**src/rtl/keypad_scan_fifo.sv**
```systemverilog
// 4x4 keypad scanner: column scan, per-sweep debounce FSM, hex encoding and a key FIFO.
// Optional auto-repeat of a held key is built only when KEYPAD_AUTOREPEAT_EN is defined.
module keypad_scan_fifo #(
    parameter int SCAN_DIV     = 50000,
    parameter int DEBOUNCE     = 10,
    parameter int FIFO_DEPTH   = 4,
    parameter int REPEAT_DELAY = 50,
    parameter int REPEAT_RATE  = 15
) (
    input  logic                          CLK,
    input  logic                          RESET_N,
    input  logic [3:0]                    KEYPAD_ROWS,
    output logic [3:0]                    KEYPAD_COLS,
    output logic                          KEY_VALID,
    output logic [3:0]                    KEY_VAL,
    input  logic                          KEY_READY,
    output logic                          KEY_HELD,
    output logic [$clog2(FIFO_DEPTH):0]   FIFO_COUNT,
    output logic                          OVERRUN,
    input  logic                          CLR_OVERRUN,
    output logic [1:0]                    DBG_STATE
);

    localparam int AW = $clog2(FIFO_DEPTH);
    localparam int DW = $clog2(SCAN_DIV);
    localparam logic [DW-1:0] DIV_LAST = DW'(SCAN_DIV - 1);
    localparam logic [7:0]    DEB_N    = 8'(DEBOUNCE);
    localparam logic [AW:0]   FULL_CNT = FIFO_DEPTH[AW:0];

    // Out-of-range parameters elaborate a named marker block visible in the hierarchy.
    if (SCAN_DIV < 4 || DEBOUNCE < 1 || DEBOUNCE > 255 || FIFO_DEPTH < 2 ||
        (FIFO_DEPTH & (FIFO_DEPTH - 1)) != 0 || REPEAT_DELAY < 1 || REPEAT_RATE < 1) begin : g_bad_params
    end

    typedef enum logic [1:0] {
        RELEASED    = 2'd0,
        PRESS_DEB   = 2'd1,
        HELD        = 2'd2,
        RELEASE_DEB = 2'd3
    } state_e;

    logic [3:0]    rows_s1_q, rows_s1_d, rows_s2_q, rows_s2_d;
    logic [DW-1:0] div_q, div_d;
    logic [1:0]    col_q, col_d;
    logic [15:0]   work_q, work_d;
    logic [15:0]   snap_q, snap_d;
    logic          sweep_q, sweep_d;
    state_e        state_q, state_d;
    logic [7:0]    cnt_q, cnt_d;
    logic [3:0]    key_q, key_d;
    logic          held_q, held_d;
    logic [3:0]    mem_q [FIFO_DEPTH];
    logic [3:0]    mem_d [FIFO_DEPTH];
    logic [AW-1:0] wr_q, wr_d, rd_q, rd_d;
    logic [AW:0]   count_q, count_d;
    logic          ovr_q, ovr_d;

    logic [4:0]    bit_cnt;
    logic [3:0]    hit_idx;
    logic          is_none, is_single;
    logic          fsm_push, rep_push, push_all;
    logic [3:0]    push_val;
    logic          pop, full, wr_en, ovr_set;

    function automatic logic [3:0] encode(input logic [3:0] idx);
        logic [3:0] e;
        case (idx)
            4'd0:  e = 4'h1;
            4'd1:  e = 4'h2;
            4'd2:  e = 4'h3;
            4'd3:  e = 4'hA;
            4'd4:  e = 4'h4;
            4'd5:  e = 4'h5;
            4'd6:  e = 4'h6;
            4'd7:  e = 4'hB;
            4'd8:  e = 4'h7;
            4'd9:  e = 4'h8;
            4'd10: e = 4'h9;
            4'd11: e = 4'hC;
            4'd12: e = 4'hE;
            4'd13: e = 4'h0;
            4'd14: e = 4'hF;
            default: e = 4'hD;
        endcase
        return e;
    endfunction

    // Column scan: rows are sampled on the last dwell cycle, after the synchronizer settles.
    always_comb begin
        rows_s1_d = KEYPAD_ROWS;
        rows_s2_d = rows_s1_q;
        div_d     = div_q + DW'(1);
        col_d     = col_q;
        work_d    = work_q;
        snap_d    = snap_q;
        sweep_d   = 1'b0;
        if (div_q == DIV_LAST) begin
            div_d = '0;
            col_d = col_q + 2'd1;
            for (int r = 0; r < 4; r++) begin
                work_d[{2'(r), col_q}] = ~rows_s2_q[r];
            end
            if (col_q == 2'd3) begin
                snap_d  = work_d;
                sweep_d = 1'b1;
            end
        end
    end

    always_comb begin
        bit_cnt = '0;
        hit_idx = '0;
        for (int i = 0; i < 16; i++) begin
            if (snap_q[i]) begin
                bit_cnt = bit_cnt + 5'd1;
                hit_idx = 4'(i);
            end
        end
    end

    assign is_none   = (bit_cnt == 5'd0);
    assign is_single = (bit_cnt == 5'd1);

    always_comb begin
        state_d  = state_q;
        cnt_d    = cnt_q;
        key_d    = key_q;
        held_d   = held_q;
        fsm_push = 1'b0;
        if (sweep_q) begin
            case (state_q)
                RELEASED: begin
                    if (is_single) begin
                        key_d   = hit_idx;
                        cnt_d   = 8'd1;
                        state_d = PRESS_DEB;
                    end
                end
                PRESS_DEB: begin
                    if (is_single) begin
                        if (hit_idx == key_q) begin
                            cnt_d = cnt_q + 8'd1;
                        end else begin
                            key_d = hit_idx;
                            cnt_d = 8'd1;
                        end
                    end else begin
                        state_d = RELEASED;
                    end
                end
                HELD: begin
                    if (is_none) begin
                        cnt_d   = 8'd1;
                        state_d = RELEASE_DEB;
                    end
                end
                default: begin
                    if (is_none) begin
                        cnt_d = cnt_q + 8'd1;
                    end else begin
                        state_d = HELD;
                    end
                end
            endcase
            // Threshold checks follow the move so DEBOUNCE=1 accepts on the very first sweep.
            if (state_d == PRESS_DEB && cnt_d == DEB_N) begin
                fsm_push = 1'b1;
                held_d   = 1'b1;
                state_d  = HELD;
            end
            if (state_d == RELEASE_DEB && cnt_d == DEB_N) begin
                held_d  = 1'b0;
                state_d = RELEASED;
            end
        end
    end

`ifdef KEYPAD_AUTOREPEAT_EN
    logic [15:0] rep_q, rep_d;
    logic        armed_q, armed_d;

    always_comb begin
        rep_d    = rep_q;
        armed_d  = armed_q;
        rep_push = 1'b0;
        if (sweep_q) begin
            if (state_q == HELD && is_single && hit_idx == key_q) begin
                rep_d = rep_q + 16'd1;
                if (!armed_q && rep_d == 16'(REPEAT_DELAY)) begin
                    rep_push = 1'b1;
                    rep_d    = '0;
                    armed_d  = 1'b1;
                end else if (armed_q && rep_d == 16'(REPEAT_RATE)) begin
                    rep_push = 1'b1;
                    rep_d    = '0;
                end
            end else begin
                rep_d   = '0;
                armed_d = 1'b0;
            end
        end
    end

    always_ff @(posedge CLK or negedge RESET_N) begin
        if (!RESET_N) begin
            rep_q   <= '0;
            armed_q <= 1'b0;
        end else begin
            rep_q   <= rep_d;
            armed_q <= armed_d;
        end
    end
`else
    assign rep_push = 1'b0;
`endif

    assign push_all = fsm_push | rep_push;
    assign push_val = fsm_push ? encode(hit_idx) : encode(key_q);

    // Handshake: the head transfers on any cycle where KEY_VALID && KEY_READY; the head
    // and KEY_VAL hold still otherwise. A push into a full FIFO survives only if a pop coincides.
    always_comb begin
        pop     = (count_q != '0) && KEY_READY;
        full    = (count_q == FULL_CNT);
        wr_en   = push_all && (!full || pop);
        ovr_set = push_all && full && !pop;
        mem_d   = mem_q;
        if (wr_en) begin
            mem_d[wr_q] = push_val;
        end
        wr_d    = wr_en ? wr_q + AW'(1) : wr_q;
        rd_d    = pop ? rd_q + AW'(1) : rd_q;
        count_d = count_q;
        if (wr_en && !pop) begin
            count_d = count_q + (AW+1)'(1);
        end else if (!wr_en && pop) begin
            count_d = count_q - (AW+1)'(1);
        end
        ovr_d = ovr_set ? 1'b1 : (CLR_OVERRUN ? 1'b0 : ovr_q);
    end

    always_ff @(posedge CLK or negedge RESET_N) begin
        if (!RESET_N) begin
            rows_s1_q <= 4'hF;
            rows_s2_q <= 4'hF;
            div_q     <= '0;
            col_q     <= '0;
            work_q    <= '0;
            snap_q    <= '0;
            sweep_q   <= 1'b0;
            state_q   <= RELEASED;
            cnt_q     <= '0;
            key_q     <= '0;
            held_q    <= 1'b0;
            wr_q      <= '0;
            rd_q      <= '0;
            count_q   <= '0;
            ovr_q     <= 1'b0;
            for (int i = 0; i < FIFO_DEPTH; i++) begin
                mem_q[i] <= '0;
            end
        end else begin
            rows_s1_q <= rows_s1_d;
            rows_s2_q <= rows_s2_d;
            div_q     <= div_d;
            col_q     <= col_d;
            work_q    <= work_d;
            snap_q    <= snap_d;
            sweep_q   <= sweep_d;
            state_q   <= state_d;
            cnt_q     <= cnt_d;
            key_q     <= key_d;
            held_q    <= held_d;
            wr_q      <= wr_d;
            rd_q      <= rd_d;
            count_q   <= count_d;
            ovr_q     <= ovr_d;
            mem_q     <= mem_d;
        end
    end

    assign KEYPAD_COLS = ~(4'b0001 << col_q);
    assign KEY_VALID   = (count_q != '0);
    assign KEY_VAL     = mem_q[rd_q];
    assign KEY_HELD    = held_q;
    assign FIFO_COUNT  = count_q;
    assign OVERRUN     = ovr_q;
    assign DBG_STATE   = state_q;

endmodule

```
**config.mk**
```make
export PLATFORM = sky130hd
export DESIGN_NAME = keypad_scan_fifo
export DESIGN_NICKNAME = d
export VERILOG_FILES = /design/src/rtl/keypad_scan_fifo.sv
export SDC_FILE = /design/constraint.sdc
export NUM_CORES = 1
export LEC_CHECK = 0
export ABC_AREA = 0
export BUFFER_PORTS_ARGS = -buffer_cell sky130_fd_sc_hd__buf_2
export CAP_MARGIN = 40
export CORE_MARGIN = 4
export CORE_UTILIZATION = 44
export CTS_CLUSTER_SIZE = 14
export DETAILED_ROUTE_END_ITERATION = 7
export PLACE_DENSITY_LB_ADDON = 0.25
export SYNTH_ARGS = -nofsm -noshare
export SYNTH_HDL_FRONTEND = slang
export SYNTH_SLANG_ARGS = --single-unit
```
**constraint.sdc**
```tcl
create_clock -name CLK -period 15.5 [get_ports CLK]
set_clock_uncertainty 0.2 [all_clocks]
set_input_delay 1.55 -clock CLK [delete_from_list [all_inputs] [get_ports CLK]]
set_output_delay 1.55 -clock CLK [all_outputs]
set_load 0.01 [all_outputs]
```
==> Word-level counts from Yosys, hierarchy flattened <==
Memory sizes are Yosys's and may differ from the RTL's.
Cells that the tools add are included.
{ "totals": {"regBits": 98, "mem_bits_ro": 128, "out_inout_bits": 16, "word_cells": 183, "n_memories": 2} }
{ "classes": {"addsub": 22, "n_lt_le_gt_ge": 11, "eq_ne": 13, "n_shift": 1, "mux": 81, "bitwise": 7, "reduce_logical": 27} }
{ "mem_list": {"columns": ["memory", "depth", "word_bits", "read_ports", "rd_ports_with_merged_regs", "wr", "line_no", "source"], "rows": [
  ["(no name shown)", 16, 4, 1, 0, 0, "67", "case (idx)"],
  ["(no name shown)", 16, 4, 1, 0, 0, "67", null]
]} }
{ "ops": {"columns": ["operator", "n"], "rows": [
  ["$mux W4", 21],
  ["$bwmux W16", 5],
  ["$add A5 B1 Y5 const B", 15],
  ["$mux W5", 15],
  ["$mux W8", 6],
  ["$pmux W8 S3", 1],
  ["$add A16 B1 Y16 const B", 1],
  ["$eq A16 B16 Y1 const B", 1],
  ["$mux W16", 1],
  ["$mux W2", 8],
  ["$mux W1", 14],
  ["$logic_and A1 B1 Y1", 13],
  ["$lt A4 B5 Y1 const B", 2],
  ["$add A8 B1 Y8 const B", 1],
  ["$bmux W4 S2", 1],
  ["$demux W1 S2", 4],
  ["$demux W4 S2", 1],
  ["$eq A8 B4 Y1 const B", 1],
  ["$ge A4 B1 Y1 const B", 2],
  ["$pmux W4 S2", 1],
  ["$reduce_bool A2 Y1", 4],
  ["$add A2 B1 Y2 const B", 3],
  ["$eq A2 B2 Y1 const B", 3],
  ["$ge A3 B3 Y1 const B", 2],
  ["other kinds (25)", 36]
]} }

==> Logic depth before layout (Yosys ltp) <==
{ "logic_depth": {"depth_word": 44, "ltp_mapped": 62, "depth_no_buf": 61} }

==> Worst setup path after synthesis <==
OpenSTA, ideal clock, no wires.
{ "synth_timing": {"path_kind": "register to register", "startpoint": "register snap_q[0]", "endpoint": "register count_q[2], in the netlist FIFO_COUNT[2]", "t_arrival_ns": 11.308, "path_slack_ns": 3.913, "path_stages_with_launch": 62, "synth_period_minus_slack_ns": 11.587, "path_cell_list": "dfrtp_1 inv_1 ha_1 xor2_1 ha_1 nand2_1 o31ai_1 ha_1 mux2_2 ha_1 nand2_1 o41ai_1 nor2_1 inv_1 ha_1 nand2b_1 o21a_1 ha_1 (+26 left out) o21ai_0 nor3_2 mux2_2 a21oi_2 ha_1 nand2_1 o21ai_0 nand2_1 o21ai_1 a2111o_1 buf_6 nor4_4 ha_1 inv_1 fa_1 xor2_1 nor2_1 xor2_1"} }
{ "synth_via": {"elab_chain_cells": 43} }
{ "synth_rtl": {"columns": ["item", "line_no", "source"], "rows": [
  ["start, declared", "46", "logic [15:0] snap_q, snap_d;"],
  ["start signal, assigned", "268", "snap_q <= snap_d;"],
  ["$mux W1 *", "114", "if (snap_q[i]) begin"],
  ["$add A5 B1 Y5", "115", "bit_cnt = bit_cnt + 5'd1;"],
  ["$mux W5 *", "114", null],
  ["$add A5 B1 Y5", "115", null],
  ["$mux W5 *", "114", null],
  ["$add A5 B1 Y5", "115", null],
  ["$mux W5 *", "114", null],
  ["$add A5 B1 Y5", "115", null],
  ["(+28 left out)", null, null],
  ["$logic_and A1 B1 Y1 *", "166", "if (state_d == PRESS_DEB && cnt_d == DEB_N) begin"],
  ["$mux W1 *", "166", null],
  ["$mux W1 *", "130", "if (sweep_q) begin"],
  ["$logic_and A1 B1 Y1 *", "225", "wr_en = push_all && (!full || pop);"],
  ["named net wr_en", "63", "logic pop, full, wr_en, ovr_set;"],
  ["$logic_not A1 Y1", "236", "end else if (!wr_en && pop) begin"],
  ["$logic_and A1 B1 Y1", "236", null],
  ["$reduce_bool A2 Y1 (no line)", null, null],
  ["end signal, assigned", "276", "count_q <= count_d;"],
  ["end, declared", "55", "logic [AW:0] count_q, count_d;"]
]} }
Mark *: on every way through the listed nets, which the timed path passes. The rest lies on a longest branch. The select of a mux whose other input is x is not followed.
A chain may end at the register's enable or synchronous reset.

==> Worst setup path after layout <==
{ "layout_timing": {"startpoint": "register snap_q[1]", "endpoint": "register count_q[2], in the netlist FIFO_COUNT[2]"} }
{ "layout_via": {"elab_chain_cells": 41} }
{ "layout_rtl": {"columns": ["item", "line_no"], "rows": [
  ["$mux W5", "114"],
  ["$add A5 B1 Y5", "115"],
  ["$mux W5", "114"],
  ["$add A5 B1 Y5", "115"],
  ["$mux W5", "114"],
  ["$add A5 B1 Y5", "115"],
  ["$mux W5", "114"],
  ["$add A5 B1 Y5", "115"],
  ["(+26 left out)", null],
  ["$logic_and A1 B1 Y1 *", "166"],
  ["$mux W1 *", "166"],
  ["$mux W1 *", "130"],
  ["$logic_and A1 B1 Y1 *", "225"],
  ["named net wr_en", "63"],
  ["$logic_not A1 Y1", "236"],
  ["$logic_and A1 B1 Y1", "236"],
  ["$reduce_bool A2 Y1 (no line)", null]
]} }
Marked as above.

==> results.sh <==
export IMPL_synth_seq_area_share_pct=35.2
export IMPL_grt_usage_pct=15.9
export IMPL_grt_pass1_vias=4951
export IMPL_drt_pass1_iterations=5
export IMPL_io_buffers=23
export IMPL_hold_viol=0
export IMPL_slew_headroom_pct=43.7
export IMPL_grt_pass1_wl_mm=23.7
export IMPL_min_from="rows_s1_q[0]"
export IMPL_fmax_ghz=0.0771
export IMPL_vias_per_cell=5.57
export IMPL_drv_slew=0
export IMPL_worstPathArrival_ns=13.03
export IMPL_whs_path_depth=0
export IMPL_end_kind="register"
export IMPL_status="completed"
export IMPL_reg2reg_from="snap_q[1]"
export IMPL_ys_warn_count=0
export IMPL_cts_sinks=94
export IMPL_holdBufCountCts=0
export IMPL_critPathMaxStageDelay_ns=0.61
export IMPL_timing_critical_path_mode_cell="ha_1"
export IMPL_p_per_area_nw_per_um2=66.0
export IMPL_crit_type="register to register"
export IMPL_path_max_fanout=9
export IMPL_finalSetupTns_ns=0
export IMPL_fin_crit_ns=12.97
export IMPL_fp_dieArea_sq_um=17300
export IMPL_antenna_cells=0
export IMPL_h_tree_depth=3
export IMPL_syn_avg_cell_area_sq_um=9.45
export IMPL_post_cts_setup_buffer_count=0
export IMPL_die_y_um=131
export IMPL_core_area_sq_um=14800
export IMPL_syn_nets=750
export IMPL_rr_endpoint="FIFO_COUNT[2]"
export IMPL_place_gp_congestion=0.908
export IMPL_setup_viol=0
export IMPL_dpl_hpwl_mm=10.3
export IMPL_die_w_um=131
export IMPL_start_util_pct=45.5
export IMPL_ctsResizeCount=0
export IMPL_maxCapViolCount=0
export IMPL_avgRoutedWirePerCell_um=15.0
export IMPL_slowest_stage="a2111o_1"
export IMPL_synth_edf_count=0
export IMPL_first_iter_violations=258
export IMPL_tritoncts="done"
export IMPL_yosysUniqueCellTypes=90
export IMPL_nNetsFinal=759
export IMPL_hold_class="register to register"
export IMPL_synthFlopType="dfrtp_1"
export IMPL_final_cell_mix="94 x nand2_1, 86 x dfrtp_1, 57 x o21ai_0, 52 x inv_1, 43 x nor2_1"
export IMPL_r2r_slack_ns=2.53
export IMPL_grt_max_degree=63
export IMPL_worst_slew_pin_slew_ns=0.842
export IMPL_grt_ovfl_total=0
export IMPL_startpoint_type="register"
export IMPL_ant_nets=0
export IMPL_drc=0
export IMPL_antenna_found_initial=0
export IMPL_rows=44
export IMPL_finalCritPeriodShare_pct=83.7
export IMPL_final_fill_count=1354
export IMPL_wl_mm=13.6
export IMPL_leakagePower_nw=3.16
export IMPL_clock_path_buffers=2
export IMPL_drive_gt1_share_pct=13.3
export IMPL_cts_made_buffers=9
export IMPL_synthCells=710
export IMPL_vias=5054
export IMPL_synthesis_area_sq_um=6710
export IMPL_holdPathEnd="rows_s2_q[0]"
export IMPL_ff2ff_path_depth=60
export IMPL_ys_async_sr_fraction_pct=100
export IMPL_final_common_cell="nand2_1"
export IMPL_cts_root_buf="clkbuf_16"
export IMPL_io_pins=24
export IMPL_cp_required_ns=15.56
export IMPL_area_growth_pct=8.13
export IMPL_rsz0062_at_grt="false"
export IMPL_irDropWorstVdd_v=0.0000679
export IMPL_clk_pin_slew_ns=0.07
export IMPL_insertion_delay_ns=0.34
export IMPL_whs_ns=0.152
export IMPL_ys_ff_latch=94
-- metrics by stage --
step	utilization, %	setup slack (ns)	std cells	cell area, sq um	power [mW]
global placement	47.1	3.28	892	6950	0.259
floorplan	-	3.91	710	6710	0.253
detailed placement	47.1	2.56	892	6950	0.260
finish	49.2	2.53	908	7250	0.479
global route	49.2	1.72	908	7250	0.499
CTS	49.2	2.57	908	7250	0.484
-- power breakdown --
part	internal, mW	total, mW	switching, mW
Combinational	0.00118	0.00657	0.00538
Clock	0.127	0.224	0.0972
Sequential	0.247	0.248	0.000821
Total	0.376	0.479	0.103
-- Yosys cell counts (4+ instances only) --
cell,number,area [sq um]
mux4_2,4,90.1
o21a_1,5,37.5
nor2b_1,5,31.3
nor4_1,4,25.0
o31ai_1,4,30.0
nor3_1,9,45.0
nand2_1,94,353
and3_1,11,68.8
a22o_1,4,35.0
o21ai_0,57,285
nor4b_1,4,35.0
ha_1,31,388
mux2_2,8,90.1
dfrtp_1,86,2150
nand3b_1,5,37.5
o22ai_1,4,25.0
dfstp_2,8,210
xnor2_1,40,350
clkbuf_1,18,67.6
a211oi_1,4,30.0
nand3_1,28,140
inv_1,52,195
xor2_1,19,166
xnor3_1,6,135
nand4_1,6,37.5
mux2i_1,35,350
a21oi_1,16,80.1
nand2b_1,4,25.0
nor2_1,43,161
nor4_4,5,106
-- registers in the layout (all words and copies together) (netlist names) --
| signal | cells |
|---|---|
| snap_q | 16 |
| DBG_STATE | 2 |
| FIFO_COUNT | 3 |
| wr_q | 2 |
| KEY_HELD | 1 |
| rd_q | 2 |
| div_q | 16 |
| mem_q | 16 |
| rows_s1_q | 4 |
| sweep_q | 1 |
| key_q | 4 |
| rows_s2_q | 4 |
| work_q | 12 |
| col_q | 2 |
| OVERRUN | 1 |
| cnt_q | 8 |
-- per-layer routing --
metal	track usage [%]	up-vias	part of all wire (%)
met2	27.2	107	50
met1	21.5	2433	46
met5	0	-	0
met4	3.68	0	0.81
met3	2.33	14	3.1
li1	-	2500	-
-- worst max-delay path: cells and delay by family, from the launching register on --
kind / cells / cell delay (ns)
adder cells (fa/ha/maj): 17 / 5.08
AO/OA/AOI/OAI: 14 / 2.85
AND/OR/NAND/NOR: 16 / 1.89
multiplexers: 6 / 1.65
XOR/XNOR: 3 / 0.52
flip-flops: 1 / 0.38
buffers and inverters: 4 / 0.31
-- cell type report --
class	count	area [sq um]	area share, %
Clock buffer	9	225	3.10
Clock inverter	7	81.3	1.12
Inverter	55	206	2.85
Multi-Input combinational cell	535	4020	55.5
Sequential cell	94	2360	32.6
Tap cell	184	230	3.17
Timing Repair Buffer	24	125	1.72
-- cell families (layout without fill, tap and decap cells) --
family                     count (synthesis)  after routing  synth area share [%]
muxes                                     51             51                  8.97
AOI/OAI and AO/OA                        135            135                  13.6
DFF                                       94             94                  35.2
adders and majority gates                 33             33                  6.23
buffers and inverters                     81             95                  4.81
xor gates and xnor gates                  73             73                  12.0
and+or+nand+nor                          243            243                  19.2
-- worst max-delay path by stage --
stage	from	end	slack (ns)	depth (start not counted)
2_1_floorplan	snap_q[0]	FIFO_COUNT[2]	3.91	61
3_3_place_gp	snap_q[0]	FIFO_COUNT[2]	3.28	60
3_5_place_dp	snap_q[1]	FIFO_COUNT[2]	2.56	60
4_1_cts	snap_q[1]	FIFO_COUNT[2]	2.57	60
5_1_grt	snap_q[1]	FIFO_COUNT[2]	1.72	60
6_report	snap_q[1]	FIFO_COUNT[2]	2.53	60
Power figures use the tool's default switching activity.
